File: src/rtl/io_bus_bridge.sv
// Round-robin bridge from per-core I/O request queues to a single
// memory-mapped peripheral bus with acknowledge and wait-state timeout.
module io_bus_bridge #(
  parameter int NUM_CORES        = 1,
  parameter int TIMEOUT_CYCLES   = 255,
  parameter int THREAD_IDX_WIDTH = 2,
  localparam int CORE_IDX_WIDTH  = (NUM_CORES > 1) ? $clog2(NUM_CORES) : 1
) (
  input  logic                                 clk,
  input  logic                                 reset,
  input  logic [NUM_CORES-1:0]                 ior_request_valid,
  input  logic [NUM_CORES-1:0]                 ior_request_is_store,
  input  logic [NUM_CORES*32-1:0]              ior_request_address,
  input  logic [NUM_CORES*32-1:0]              ior_request_value,
  input  logic [NUM_CORES*THREAD_IDX_WIDTH-1:0] ior_request_thread_idx,
  output logic [NUM_CORES-1:0]                 ii_ready,
  output logic                                 ii_response_valid,
  output logic [CORE_IDX_WIDTH-1:0]            ii_response_core,
  output logic [THREAD_IDX_WIDTH-1:0]          ii_response_thread_idx,
  output logic [31:0]                          ii_response_read_value,
  output logic                                 io_read_en,
  output logic                                 io_write_en,
  output logic [31:0]                          io_address,
  output logic [31:0]                          io_write_data,
  input  logic                                 io_ack,
  input  logic [31:0]                          io_read_data,
  output logic                                 io_timeout
);

  typedef enum logic [1:0] {
    IDLE = 2'd0,
    BUS  = 2'd1,
    RESP = 2'd2
  } state_t;

  state_t                        state_r, state_nx_s;
  logic [CORE_IDX_WIDTH-1:0]     prio_r;
  logic [15:0]                   wait_cnt_r;
  logic                          is_store_r;
  logic [31:0]                   address_r, write_data_r, value_r;
  logic [THREAD_IDX_WIDTH-1:0]   thread_r;
  logic [CORE_IDX_WIDTH-1:0]     core_r;
  logic                          timeout_r, timeout_s;

  logic                          found_hi_s, found_lo_s, found_s;
  logic [CORE_IDX_WIDTH-1:0]     idx_hi_s, idx_lo_s, grant_idx_s;
  logic [NUM_CORES-1:0]          grant_oh_s;
  logic                          sel_store_s;
  logic [31:0]                   sel_addr_s, sel_value_s;
  logic [THREAD_IDX_WIDTH-1:0]   sel_thread_s;

  // Round-robin arbiter: lowest index at or above prio_r wins, else lowest overall.
  always_comb begin
    found_hi_s = 1'b0;
    found_lo_s = 1'b0;
    idx_hi_s   = '0;
    idx_lo_s   = '0;
    for (int i = NUM_CORES - 1; i >= 0; i--) begin
      if (ior_request_valid[i]) begin
        if (i >= int'(prio_r)) begin
          found_hi_s = 1'b1;
          idx_hi_s   = CORE_IDX_WIDTH'(i);
        end else begin
          found_lo_s = 1'b1;
          idx_lo_s   = CORE_IDX_WIDTH'(i);
        end
      end else begin
        found_hi_s = found_hi_s;
      end
    end
    found_s     = found_hi_s | found_lo_s;
    grant_idx_s = found_hi_s ? idx_hi_s : idx_lo_s;
    grant_oh_s  = (found_s && (state_r == IDLE)) ? (NUM_CORES'(1) << grant_idx_s) : '0;
  end

  // Select the granted core's request fields.
  always_comb begin
    sel_store_s  = 1'b0;
    sel_addr_s   = 32'd0;
    sel_value_s  = 32'd0;
    sel_thread_s = '0;
    for (int i = 0; i < NUM_CORES; i++) begin
      if (CORE_IDX_WIDTH'(i) == grant_idx_s) begin
        sel_store_s  = ior_request_is_store[i];
        sel_addr_s   = ior_request_address[i*32 +: 32];
        sel_value_s  = ior_request_value[i*32 +: 32];
        sel_thread_s = ior_request_thread_idx[i*THREAD_IDX_WIDTH +: THREAD_IDX_WIDTH];
      end else begin
        sel_store_s = sel_store_s;
      end
    end
  end

  // Next-state logic; ack in the timeout cycle takes precedence.
  always_comb begin
    state_nx_s = state_r;
    timeout_s  = 1'b0;
    case (state_r)
      IDLE: begin
        if (found_s) begin
          state_nx_s = BUS;
        end else begin
          state_nx_s = IDLE;
        end
      end
      BUS: begin
        if (io_ack) begin
          state_nx_s = RESP;
        end else if (wait_cnt_r == 16'(TIMEOUT_CYCLES)) begin
          state_nx_s = RESP;
          timeout_s  = 1'b1;
        end else begin
          state_nx_s = BUS;
        end
      end
      RESP:    state_nx_s = IDLE;
      default: state_nx_s = IDLE;
    endcase
  end

  // State register.
  always_ff @(posedge clk or posedge reset) begin
    if (reset) begin
      state_r <= IDLE;
    end else begin
      state_r <= state_nx_s;
    end
  end

  // Transaction latches, wait counter, response value and LRU pointer.
  always_ff @(posedge clk or posedge reset) begin
    if (reset) begin
      prio_r       <= '0;
      wait_cnt_r   <= 16'd0;
      is_store_r   <= 1'b0;
      address_r    <= 32'd0;
      write_data_r <= 32'd0;
      value_r      <= 32'd0;
      thread_r     <= '0;
      core_r       <= '0;
      timeout_r    <= 1'b0;
    end else begin
      timeout_r <= timeout_s;
      case (state_r)
        IDLE: begin
          wait_cnt_r <= 16'd0;
          if (found_s) begin
            is_store_r   <= sel_store_s;
            address_r    <= sel_addr_s;
            write_data_r <= sel_value_s;
            thread_r     <= sel_thread_s;
            core_r       <= grant_idx_s;
            if (int'(grant_idx_s) == NUM_CORES - 1) begin
              prio_r <= '0;
            end else begin
              prio_r <= grant_idx_s + 1'b1;
            end
          end
        end
        BUS: begin
          if (io_ack) begin
            value_r <= is_store_r ? 32'd0 : io_read_data;
          end else if (wait_cnt_r == 16'(TIMEOUT_CYCLES)) begin
            value_r <= is_store_r ? 32'd0 : 32'hFFFF_FFFF;
          end else begin
            wait_cnt_r <= wait_cnt_r + 16'd1;
          end
        end
        RESP:    wait_cnt_r <= 16'd0;
        default: wait_cnt_r <= 16'd0;
      endcase
    end
  end

  assign ii_ready               = grant_oh_s;
  assign ii_response_valid      = (state_r == RESP);
  assign ii_response_core       = core_r;
  assign ii_response_thread_idx = thread_r;
  assign ii_response_read_value = value_r;
  assign io_read_en             = (state_r == BUS) && !is_store_r;
  assign io_write_en            = (state_r == BUS) && is_store_r;
  assign io_address             = address_r;
  assign io_write_data          = write_data_r;
  assign io_timeout             = timeout_r;

endmodule

File: config.mk
export PLATFORM = sky130hd
export DESIGN_NAME = io_bus_bridge
export DESIGN_NICKNAME = d
export VERILOG_FILES = /design/src/rtl/io_bus_bridge.sv
export SDC_FILE = /design/constraint.sdc
export NUM_CORES = 1
export LEC_CHECK = 0
export CORE_MARGIN = 2
export CORE_UTILIZATION = 44
export CTS_BUF_LIST = sky130_fd_sc_hd__clkbuf_4 sky130_fd_sc_hd__clkbuf_8
export DETAILED_ROUTE_END_ITERATION = 8
export GPL_TIMING_DRIVEN = 0
export PLACE_DENSITY = 0.8
export REMOVE_ABC_BUFFERS = 1
export SETUP_SLACK_MARGIN = 0.5
export SLEW_MARGIN = 0
export SYNTH_ARGS = -nofsm -noshare
export SYNTH_HDL_FRONTEND = slang
export SYNTH_SLANG_ARGS = --single-unit
File: constraint.sdc
create_clock -name clk -period 5.45 [get_ports clk]
set_input_delay 1.3625 -clock clk [delete_from_list [all_inputs] [get_ports clk]]
set_output_delay 1.3625 -clock clk [all_outputs]
set_load 0.005 [all_outputs]
Word level (Yosys, flattened, before mapping):

Cells that the tools add are included.

* flip-flop bits (word level): 118
* input port bits: 103
* output and inout port bits: 104
* logic and storage cells: 39

* add/sub/neg operators: 1
* equal/unequal tests: 5
* muxes and demuxes: 16
* reduce and logical (&&, ||, !) cells: 9

Operators by type and width (number)
* 2-to-1 mux 32 bit: 4
* 2-to-1 mux 16 bit: 3
* adder 16 x 1 -> 16 bit (second input constant): 1
* == test 16 x 8 -> 1 bit (second input constant): 1
* 2-to-1 mux 1 bit: 6
* AND reduction 2 bit: 3
* 2-to-1 mux 2 bit: 2
* != test 2 bit (second input constant): 2
* one-hot mux 2 bit (2 select lines): 1
* logical AND 1 bit: 3
* == test 2 x 1 -> 1 bit (second input constant): 1
* == test 2 bit (second input constant): 1
* zero test 2 bit: 1
* nonzero test 2 bit: 1
* zero test 1 bit: 1

Depth between registers and ports, before layout:

* word-level depth: 4
* gate-level depth with buffers: 6
* depth with buffers taken out: 5

Worst setup path after synthesis:

Ideal clock, no wire load.

* kind: input-to-output
* start: input port ior_request_valid
* end: output port ii_ready
* arrival: 2.114 ns
* data required time: 4.088 ns
* path slack: 1.974 ns
* stages on the path: 2
* buffers on the path: 1
* cell sequence: nor3b_1 > clkbuf_1

* word-level cells in the longest chain between the ends: 3

Ends and longest elaborated chain
* from (decl): line 11 `input logic [NUM_CORES-1:0] ior_request_valid,`
* 2-to-1 mux 1 bit: line 59 `if (ior_request_valid[i]) begin`
* logical AND 1 bit: line 73 `grant_oh_s = (found_s && (state_r == IDLE)) ? (NUM_CORES'(1) << grant_idx_s) : '0;`
* 2-to-1 mux 1 bit: line 73
* to (decl): line 16 `output logic [NUM_CORES-1:0] ii_ready,`

Every way passes these cells.

Final worst setup path:

Same ends and word-level chain as after synthesis.

==> impl_metrics.py <==
metrics = {
    "global_route": {
        "grt_pass1_wl_um": 21450,
        "grt.overflow.total": 0,
        "grt_pass1_vias": 4238,
        "antenna_found_initial": 0,
        "grt_max_degree": 71,
        "grt_util_all_layers_pct": 23.91,
    },
    "route": {
        "first_iter_violations": 180,
        "routed-via-count": 3853,
        "drt_pass1_iterations": 6,
        "drc_errors": 0,
        "wl_per_cell_um": 18.64,
        "detail-route-antenna-nets": 0,
        "routed_wl_um": 13480,
        "drt-vias-per-instance": 5.329,
    },
    "critical_path": {
        "crit_slowest_cell": "clkdlybuf4s50_1",
        "cpPeakStageDelay_ns": 0.52,
        "r2r_slack_ns": 2.59,
        "path_buf_inv": 4,
        "cp-start-kind": "primary input",
        "path_cells": "clkdlybuf4s50_1 > nor3b_2 > buf_6 > buf_6 > clkdlybuf4s50_1",
        "critPathRequiredTime_ns": 4.09,
        "critPathTopFamily": "buffers and inverters",
        "crit_path_max_fanout": 13,
        "worst-setup-path-type": "primary input to primary output",
        "worst_setup_path_end_kind": "primary output",
        "crit_arrival_ns": 2.99,
    },
    "die": {
        "die_x_um": 108.5,
        "rows": 38,
        "dieHeight_um": 108.5,
        "die-area_sq_mm": 0.01176,
        "start_util_pct": 44.68,
        "ios": 207,
        "core_area_sq_mm": 0.01075,
    },
    "yosys": {
        "synth_area_leader_cell": "dfrtp_1",
        "synth_seq_cells": 118,
        "yosysMostFrequentCell": "dfrtp_1",
        "synthArstFlopShare_pct": 100.0,
        "syn_area_sq_mm": 0.004801,
        "synth.distinct_cells": 42,
        "synth_edf_count": 0,
        "synth_cells": 360,
        "yosys_warnings": 0,
        "synthTopCellsByArea": "dfrtp_1, mux2_2, o2bb2ai_1, o21ai_0, clkbuf_1",
        "syn_avg_cell_area_sq_um": 13.34,
        "ys_seq_area_share_pct": 61.51,
        "ys.flop_type": "dfrtp_1",
        "yosys.area.top_type_share_pct": 61.51,
        "synthTopCellsByCount": "dfrtp_1, mux2_2, o21ai_0",
    },
    "sta": {
        "slew-limit-headroom_pct": 20.57,
        "period_needed_ns": 4.353,
        "period_share_pct": 79.87,
        "fmaxAchievable_ghz": 0.2297,
        "rsz0062_at_grt": "false",
        "skew_ns": 0.01006,
        "worst_pin_slew_ns": 1.189,
        "drv_slew": 0,
        "tns_ns": 0,
        "hold_violations": 0,
        "setup_viol": 0,
        "fin_ws_ns": 1.097,
        "hold_ws_ns": 0.4875,
    },
    "place": {
        "hpwlAfterDp_um": 9695,
        "io_buffers": 205,
        "dpl-instance-area_sq_mm": 0.007101,
        "place.gp.congestion": 0.7961,
        "pre_cts_ws_ns": 1.124,
    },
    "clock_tree": {
        "cts_resized": 0,
        "hold_buffers": 0,
        "clk_path_buf_depth": 2,
        "cts_sinks": 118,
        "cts_tree": "yes",
        "clk_latency_ns": 0.41,
        "cts-root-buf": "clkbuf_8",
        "post-cts-setup-buffers": 0,
        "clk_pin_slew_ns": 0.06,
        "cts_made_buffers": 17,
        "htree_levels": 4,
    },
    "power": {
        "vdd_drop_max_v": 0.0002969,
        "p_total_mw": 3.599,
        "p_leak_nw": 3.035,
        "powerDensity_mw_per_mm2": 478.5,
    },
    "final_layout": {
        "n_antenna_cell": 0,
        "fin_area_sq_mm": 0.007522,
        "areaGrowthSynthToFinish_pct": 56.68,
        "drive_above_1_share_pct": 20.41,
        "nets": 674,
    },
    "worst_hold_path": {
        "min_path_type": "flop to flop",
    },
    "flow_run": {
        "maxCapViolations": 0,
    },
    "status": {
        "status": "finished, final reports clean",
    },
}
[cell usage in the layout (no fill, tap or decap), drive strengths merged, types with 2 or more instances in the layout]
cell type / Yosys / routed
a21oi: 9 / 9
and4: 2 / 2
buf: 8 / 9
bufinv: 0 / 3
clkbuf: 15 / 20
clkdlybuf4s50: 0 / 205
clkinv: 0 / 5
clkinvlp: 0 / 4
dfrtp: 118 / 118
inv: 4 / 4
mux2: 67 / 67
nand2: 12 / 12
nand3: 7 / 7
nand4: 2 / 2
nor2: 6 / 6
nor2b: 3 / 3
nor3: 2 / 2
nor4: 4 / 4
o211ai: 2 / 2
o21ai: 38 / 38
o2bb2ai: 32 / 32
o31ai: 2 / 2
o41ai: 2 / 2
or3: 4 / 4
or4: 6 / 6
xnor2: 2 / 2
[stage by stage]
| stage | cells | utilization (%) |
|---|---|---|
| global placement | 682 | 64.47 |
| global route | 723 | 70.00 |
| floorplan | 337 | - |
| detailed placement | 691 | 66.08 |
| CTS | 723 | 70.00 |
| finish | 723 | 70.00 |
[final timing paths]
kind | startpoint | end | cells past startpoint
max | ior_request_valid | ii_ready | 5
max reg2reg | wait_cnt_r[13] | ii_response_read_value[20] | 4
max in group asynchronous | reset | ii_response_read_value[12] | 3
min reg2reg | ii_response_read_value[24] | ii_response_read_value[24] | 1
min | ii_response_read_value[24] | ii_response_read_value[24] | 1
min in group asynchronous | reset | io_address[28] | 2
[state kept, by name (all words and copies together) (netlist names)]
register and cells:
ii_response_read_value 32, io_address 32, io_write_data 32, wait_cnt_r 16, ii_response_thread_idx 2, state_r 2
io_timeout 1, is_store_r 1
[cell type report]
type                            instances  area (sq um)
Clock buffer                           20         269.0
Inverter                                4         20.02
Timing Repair Buffer                  214          2193
Tap cell                              140         175.2
Sequential cell                       118          2953
Multi-Input combinational cell        215          1759
Fill cell                             767          3223
Clock inverter                         12         152.6
[kinds of logic (layout without fill, tap and decap cells)]
logic type | count (synthesis) | after routing | share of synthesized area (%)
other | 1 | 1 | 0.07811
buffers and inverters | 27 | 250 | 2.397
flip-flops | 118 | 118 | 61.51
AND/OR/NAND/NOR | 54 | 54 | 6.698
XOR/XNOR | 3 | 3 | 0.5474
AO/OA/AOI/OAI | 89 | 89 | 12.80
multiplexers | 67 | 67 | 15.72
adder cells (fa/ha/maj) | 1 | 1 | 0.2606
[where the power goes]
part / switching [mW] / internal (mW) / leakage [nW]
logic: 0.449 / 0.918 / 1.38
clock network: 0.348 / 0.480 / 0.204
registers: 0.193 / 1.21 / 1.45
[metal layers]
metal  up-vias  wire [um]  GRT usage [%]
li1       1751          -              -
met1      1920       4961          25.84
met2       167       6991          41.61
met3        15       1334          10.91
met4         0        187          7.784
met5         -          0              0
Note: power is estimated with default switching activity, not from simulation.
